$ cat config.mk
export PLATFORM = sky130hd
export DESIGN_NAME = bcd_seg_scanner
export DESIGN_NICKNAME = d
export VERILOG_FILES = /design/src/rtl/bcd_seg_scanner.sv
export SDC_FILE = /design/constraint.sdc
export NUM_CORES = 1
export LEC_CHECK = 0
export CAP_MARGIN = 25
export CELL_PAD_IN_SITES_DETAIL_PLACEMENT = 0
export CELL_PAD_IN_SITES_GLOBAL_PLACEMENT = 1
export CORE_MARGIN = 8
export CORE_UTILIZATION = 40
export CTS_CLUSTER_SIZE = 20
export DETAILED_ROUTE_END_ITERATION = 10
export PLACE_DENSITY_LB_ADDON = 0.1
export SETUP_SLACK_MARGIN = 0.3
export SYNTH_ARGS = -nofsm -noshare
export SYNTH_HDL_FRONTEND = slang
export SYNTH_SLANG_ARGS = --single-unit
$ cat constraint.sdc
create_clock -name clk -period 2.7 [get_ports clk]
set_input_delay 0.675 -clock clk [delete_from_list [all_inputs] [get_ports clk]]
set_output_delay 0.675 -clock clk [all_outputs]
set_load 0.01 [all_outputs]
$ cat src/rtl/bcd_seg_scanner.sv
// bcd_seg_scanner
// Latches NUM_DIGITS BCD digits into a shadow register on a capture strobe
// and time-multiplexes them onto one common-anode seven-segment display.
// Every digit slot lasts SCAN_DIV clocks, and its first GUARD clocks are
// blanked so that the previous digit does not ghost onto the next anode.
// Codes 10..15 are shown as a dash and flagged on bad_digit.
//
// Optional build macro LEADING_ZERO_BLANK_EN: when defined, a digit k > 0 is
// blanked whenever it and all digits above it are zero. Digit 0 always shows.
// Slot timing is identical with or without the macro.
module bcd_seg_scanner #(
  parameter int NUM_DIGITS = 4,
  parameter int SCAN_DIV   = 1000,
  parameter int GUARD      = 2
) (
  input  logic                    clk,
  input  logic                    rst_n,
  input  logic [4*NUM_DIGITS-1:0] digits_in,
  input  logic                    capture,
  output logic [6:0]              seg_n,
  output logic [NUM_DIGITS-1:0]   an_n,
  output logic                    bad_digit
);

  localparam int TICK_W = (SCAN_DIV > 1) ? $clog2(SCAN_DIV) : 1;
  localparam int IDX_W  = (NUM_DIGITS > 1) ? $clog2(NUM_DIGITS) : 1;

  localparam logic [TICK_W-1:0] TICK_LAST = TICK_W'(SCAN_DIV - 1);
  localparam logic [TICK_W-1:0] GUARD_T   = TICK_W'(GUARD);
  localparam logic [IDX_W-1:0]  IDX_LAST  = IDX_W'(NUM_DIGITS - 1);

  // Active-high gfedcba pattern; anything outside 0..9 becomes a dash.
  function automatic logic [6:0] seg_decode(input logic [3:0] d);
    logic [6:0] p;
    case (d)
      4'd0:    p = 7'h3F;
      4'd1:    p = 7'h06;
      4'd2:    p = 7'h5B;
      4'd3:    p = 7'h4F;
      4'd4:    p = 7'h66;
      4'd5:    p = 7'h6D;
      4'd6:    p = 7'h7D;
      4'd7:    p = 7'h07;
      4'd8:    p = 7'h7F;
      4'd9:    p = 7'h6F;
      default: p = 7'h40;
    endcase
    return p;
  endfunction

  // Shadow digits, scan position and registered outputs.
  logic [NUM_DIGITS-1:0][3:0] digit_q, digit_d;
  logic [TICK_W-1:0]          tick_q, tick_d;
  logic [IDX_W-1:0]           scan_q, scan_d;
  logic [NUM_DIGITS-1:0]      an_q, an_d;
  logic [6:0]                 seg_q, seg_d;
  logic                       bad_q, bad_d;

  // Per-digit leading-zero blank mask (all zero when the feature is off).
  logic [NUM_DIGITS-1:0]      lz_blank;
  logic [3:0]                 cur_digit;

  // Shadow register: level-sampled capture, independent of the scan timing.
  always_comb begin
    digit_d = digit_q;
    if (capture) begin
      digit_d = digits_in;
    end
  end

  // Prescaler and slot rotation; the slot index only moves on prescaler wrap.
  always_comb begin
    tick_d = tick_q + TICK_W'(1);
    scan_d = scan_q;
    if (tick_q == TICK_LAST) begin
      tick_d = '0;
      if (scan_q == IDX_LAST) begin
        scan_d = '0;
      end else begin
        scan_d = scan_q + IDX_W'(1);
      end
    end
  end

`ifdef LEADING_ZERO_BLANK_EN
  // Walk down from the top digit: a digit is blanked while every digit from
  // the top down to it is zero. Codes 10..15 are non-zero and stop the run.
  always_comb begin
    logic zero_run;
    zero_run = 1'b1;
    lz_blank = '0;
    for (int k = NUM_DIGITS - 1; k >= 1; k--) begin
      zero_run    = zero_run & (digit_q[k] == 4'd0);
      lz_blank[k] = zero_run;
    end
  end
`else
  // Every digit is always displayed.
  always_comb begin
    lz_blank = '0;
  end
`endif

  // Next output word: blank during the guard interval or for a suppressed
  // leading zero, otherwise one-cold anode plus the decoded digit.
  always_comb begin
    cur_digit = digit_q[scan_q];
    an_d      = '1;
    seg_d     = 7'h7F;
    if ((tick_q >= GUARD_T) && !lz_blank[scan_q]) begin
      an_d[scan_q] = 1'b0;
      seg_d        = ~seg_decode(cur_digit);
    end
  end

  // Any shadow nibble above 9 raises the invalid-code flag.
  always_comb begin
    bad_d = 1'b0;
    for (int k = 0; k < NUM_DIGITS; k++) begin
      if (digit_q[k] > 4'd9) begin
        bad_d = 1'b1;
      end
    end
  end

  // All state, including the outputs, is registered so the pins never glitch.
  always_ff @(posedge clk or negedge rst_n) begin
    if (!rst_n) begin
      digit_q <= '0;
      tick_q  <= '0;
      scan_q  <= '0;
      an_q    <= '1;
      seg_q   <= 7'h7F;
      bad_q   <= 1'b0;
    end else begin
      digit_q <= digit_d;
      tick_q  <= tick_d;
      scan_q  <= scan_d;
      an_q    <= an_d;
      seg_q   <= seg_d;
      bad_q   <= bad_d;
    end
  end

  assign an_n      = an_q;
  assign seg_n     = seg_q;
  assign bad_digit = bad_q;

endmodule

==> results by group <==
Outcome
  • Status: finished clean

Global route
  • GR Util All Layers: between 10% and 20%
  • Vias in the first global route: between 1,000 and 1,500
  • GR peak layer: met2
  • Largest net degree at the start of global routing: just over 40
  • First-pass GRT wire length: about 6.3 mm
  • Antenna violations before repair: 0
  • Met2 usage: between 15 and 20%
  • Congestion Overflow GR: 0
  • Met1 Use GR: between 10% and 20%
  • GR Util met3: 4.59%

Clock tree
  • CTS buffer count: 5
  • Skew-Pair Late Insertion Delay: approximately 0.29 ns
  • Total setup buffers inserted after CTS: 0
  • Post-CTS Resized: 0
  • Clock Pin Slew Worst Setup and Hold Paths: 0.07 ns
  • Post-CTS Hold Buffers: 0
  • Clock Path Buffers: 2
  • Maximum level of the CTS H-tree: 2
  • CTS tree: built
  • Root Driver: clkbuf_8
  • Clock sink total: 40

Routing
  • WL/cell: 14.8 µm
  • # DRC: 0
  • Drt pass-1 iters: 4
  • Avg Vias per Cell: just over 5
  • Post-route ant nets: 0
  • Number of DRC markers in iteration 0: 80
  • Vias post-DR: ~1,300
  • Final WL: 3.61 mm

Place
  • GP Congestion: around 0.80
  • Port buffer count: 30
  • Pre-CTS setup slack: roughly 0.53 ns
  • Post-detail-place hpwl: about 2.7 mm

Yosys
  • Mapped cell area: around 1900 µm²
  • Post-synth cell types: 28
  • Cells after synthesis: around 160
  • Sequential share of the synthesized area: 53.6%
  • Area leader, netlist: dfrtp_1
  • Top cells by area, synth: dfrtp_1 38%, dfstp_2 15%, mux2_2 9.5%
  • Yosys top cell area share: a little under two fifths
  • Avg Synthesized Cell Area: approximately 12 µm²
  • FF+latch count, synth: 40
  • Syn nets: between 150 and 200
  • Warnings, synthesis: 0

Flow run
  • Max-cap viol count: 0

STA
  • Slew Limit Headroom: a little over two fifths
  • Final Max Slew Viols: 0
  • RSZ-0062 raised after global routing: no
  • Final worst-path cycle share: between 70% and 80%
  • Final hold violations: 0
  • Final Critical Period: between 2 and 2.5 ns
  • Fmax: 496 MHz
  • Final setup violation count: 0
  • Final worst slack: around 0.7 ns
  • Skew final: 0.00385 ns
  • Final setup TNS: 0 ns
  • Worst-Margin Slew: 0.867 ns

Setup path
  • R2R Setup Slk: 0.73 ns
  • CP Data Arrival Time: between 1 and 1.5 ns
  • Slowest CP cell: dfstp_2
  • Kind of end point of the critical path: output port
  • Critical Path RT: roughly 2.0 ns
  • Critical path cell sequence: clkdlybuf4s50_1
  • Worst flop-to-flop path endpoint: seg_n[5]$_DFF_PN1_
  • CP Max Fanout: 1
  • Family with the most delay on the worst path: flip-flops
  • R2R cell count: 6
  • CP peak stage delay: ~0.53 ns
  • Buffers & Inverters on Critical Path: 1
  • Crit start category: register
  • Critical path type: register to output port
  • Worst R2R Start: scan_q[0]$_DFFE_PN0N_

Finish
  • Area delta synth->final: 24.2%
  • Nets@finish: approximately 220
  • Share of cells above drive strength 1: between 20% and 30%
  • Antenna diode count: 0

Floorplanning
  • Die height: around 85 µm
  • I/O Pins: 31
  • Initial core utilization: 40.9%
  • Die X: 84.8 µm
  • Core area: 4630 µm²
  • Die ar.: roughly 7200 µm²
  • FP Rows: 25

Power and ir drop
  • P_leak: between 0.9 and 1 nW
  • PwrDens: about 600 nW/µm²
  • Peak supply drop: about 310 µV

Worst hold path
  • Class of the worst hold path: primary input to async pin
==> synth_stat cells <==
library cell	number
a211oi_2	1
mux4_2	3
o21ai_0	8
o21ba_1	1
a21oi_1	6
nand2_1	10
mux4_1	1
nor3b_2	1
buf_2	1
nor2_1	14
mux2_2	16
ha_1	11
nand4_1	2
dfstp_2	11
xnor2_1	5
dfrtp_1	29
and3_1	2
nor4_1	3
xor2_1	1
nor3_1	3
o21ai_1	5
nand3_1	5
o22ai_1	1
o21bai_4	1
inv_1	9
buf_6	2
clkbuf_1	3
or3_1	2
==> how the worst max path moves through the flow <==
stage                     slack, ns                  start  depth (start not counted)                     end
after CTS                      0.66      an_n[0]$_DFF_PN1_                          1                 an_n[0]
final                          0.69      an_n[3]$_DFF_PN1_                          1                 an_n[3]
after floorplan                0.98  scan_q[0]$_DFFE_PN0N_                          7      seg_n[2]$_DFF_PN1_
after detailed placement       0.53                capture                          2  digit_q[2]$_DFFE_PN0P_
after global routing           0.57  scan_q[0]$_DFFE_PN0N_                          6      seg_n[2]$_DFF_PN1_
after global placement         0.61                capture                          2  digit_q[8]$_DFFE_PN0P_
==> metal layers <==
| layer | up-vias | routed length, µm |
|---|---|---|
| li1 | 604 | - |
| met1 | 611 | 1690 |
| met2 | 43 | 1630 |
| met3 | 2 | 269 |
| met4 | 0 | 21 |
| met5 | - | 0 |
==> kinds of logic after synthesis <==
logic type / count (synthesis) / synth area share [%]
adder cells (fa/ha/maj): 11 / 7.27
AND/OR/NAND/NOR: 42 / 10.5
buffers and inverters: 15 / 3.83
XOR/XNOR: 6 / 2.78
multiplexers: 20 / 14.5
flip-flops: 40 / 53.6
AO/OA/AOI/OAI: 23 / 7.53
==> per-stage QoR <==
| step | instance area (µm²) | hold WS, ns | total power, mW | utilization (%) | cells |
|---|---|---|---|---|---|
| after floorplan | 1890 | 0.379 | 0.782 | - | 157 |
| after global placement | 2220 | 0.486 | 0.868 | 48.1 | 236 |
| after detailed placement | 2220 | 0.492 | 0.878 | 48.1 | 236 |
| after CTS | 2350 | 0.507 | 1.40 | 50.8 | 244 |
| after global routing | 2350 | 0.522 | 1.46 | 50.8 | 244 |
| final | 2350 | 0.502 | 1.39 | 50.8 | 244 |
==> where the power goes <==
| group | switching [mW] | internal, mW |
|---|---|---|
| Combinational | 0.0814 | 0.106 |
| Clock | 0.196 | 0.326 |
| Sequential | 0.0223 | 0.654 |
| Total | 0.300 | 1.09 |
==> registers in the layout, summed over array words and instances (netlist names) <==
register / flops
digit_q: 16
an_n: 4
bad_digit: 1
seg_n: 7
tick_q: 10
scan_q: 2
==> cell type report <==
class,count,area [µm²]
clock inverters,1,30.0
repair buffers,31,303
flip-flops and latches,40,1010
fillers,412,2280
well taps,54,67.6
multi-input cells,102,806
clock buffers,7,96.3
inverters,9,33.8
==> layout by cell type, fill, tap and decap left out, types with 2 or more instances in the layout <==
cell	netlist	routed
mux2_2	16	16
o21ai_1	5	5
or3_1	2	2
dfrtp_1	29	29
dfstp_2	11	11
clkbuf_8	0	7
inv_1	9	9
clkdlybuf4s50_1	0	29
nor4_1	3	3
mux4_2	3	3
nand4_1	2	2
nor3_1	3	3
and3_1	2	2
nor2_1	14	14
nand3_1	5	5
a21oi_1	6	6
ha_1	11	11
o21ai_0	8	8
xnor2_1	5	5
nand2_1	10	10
Note: power is estimated with default switching activity, not from simulation.
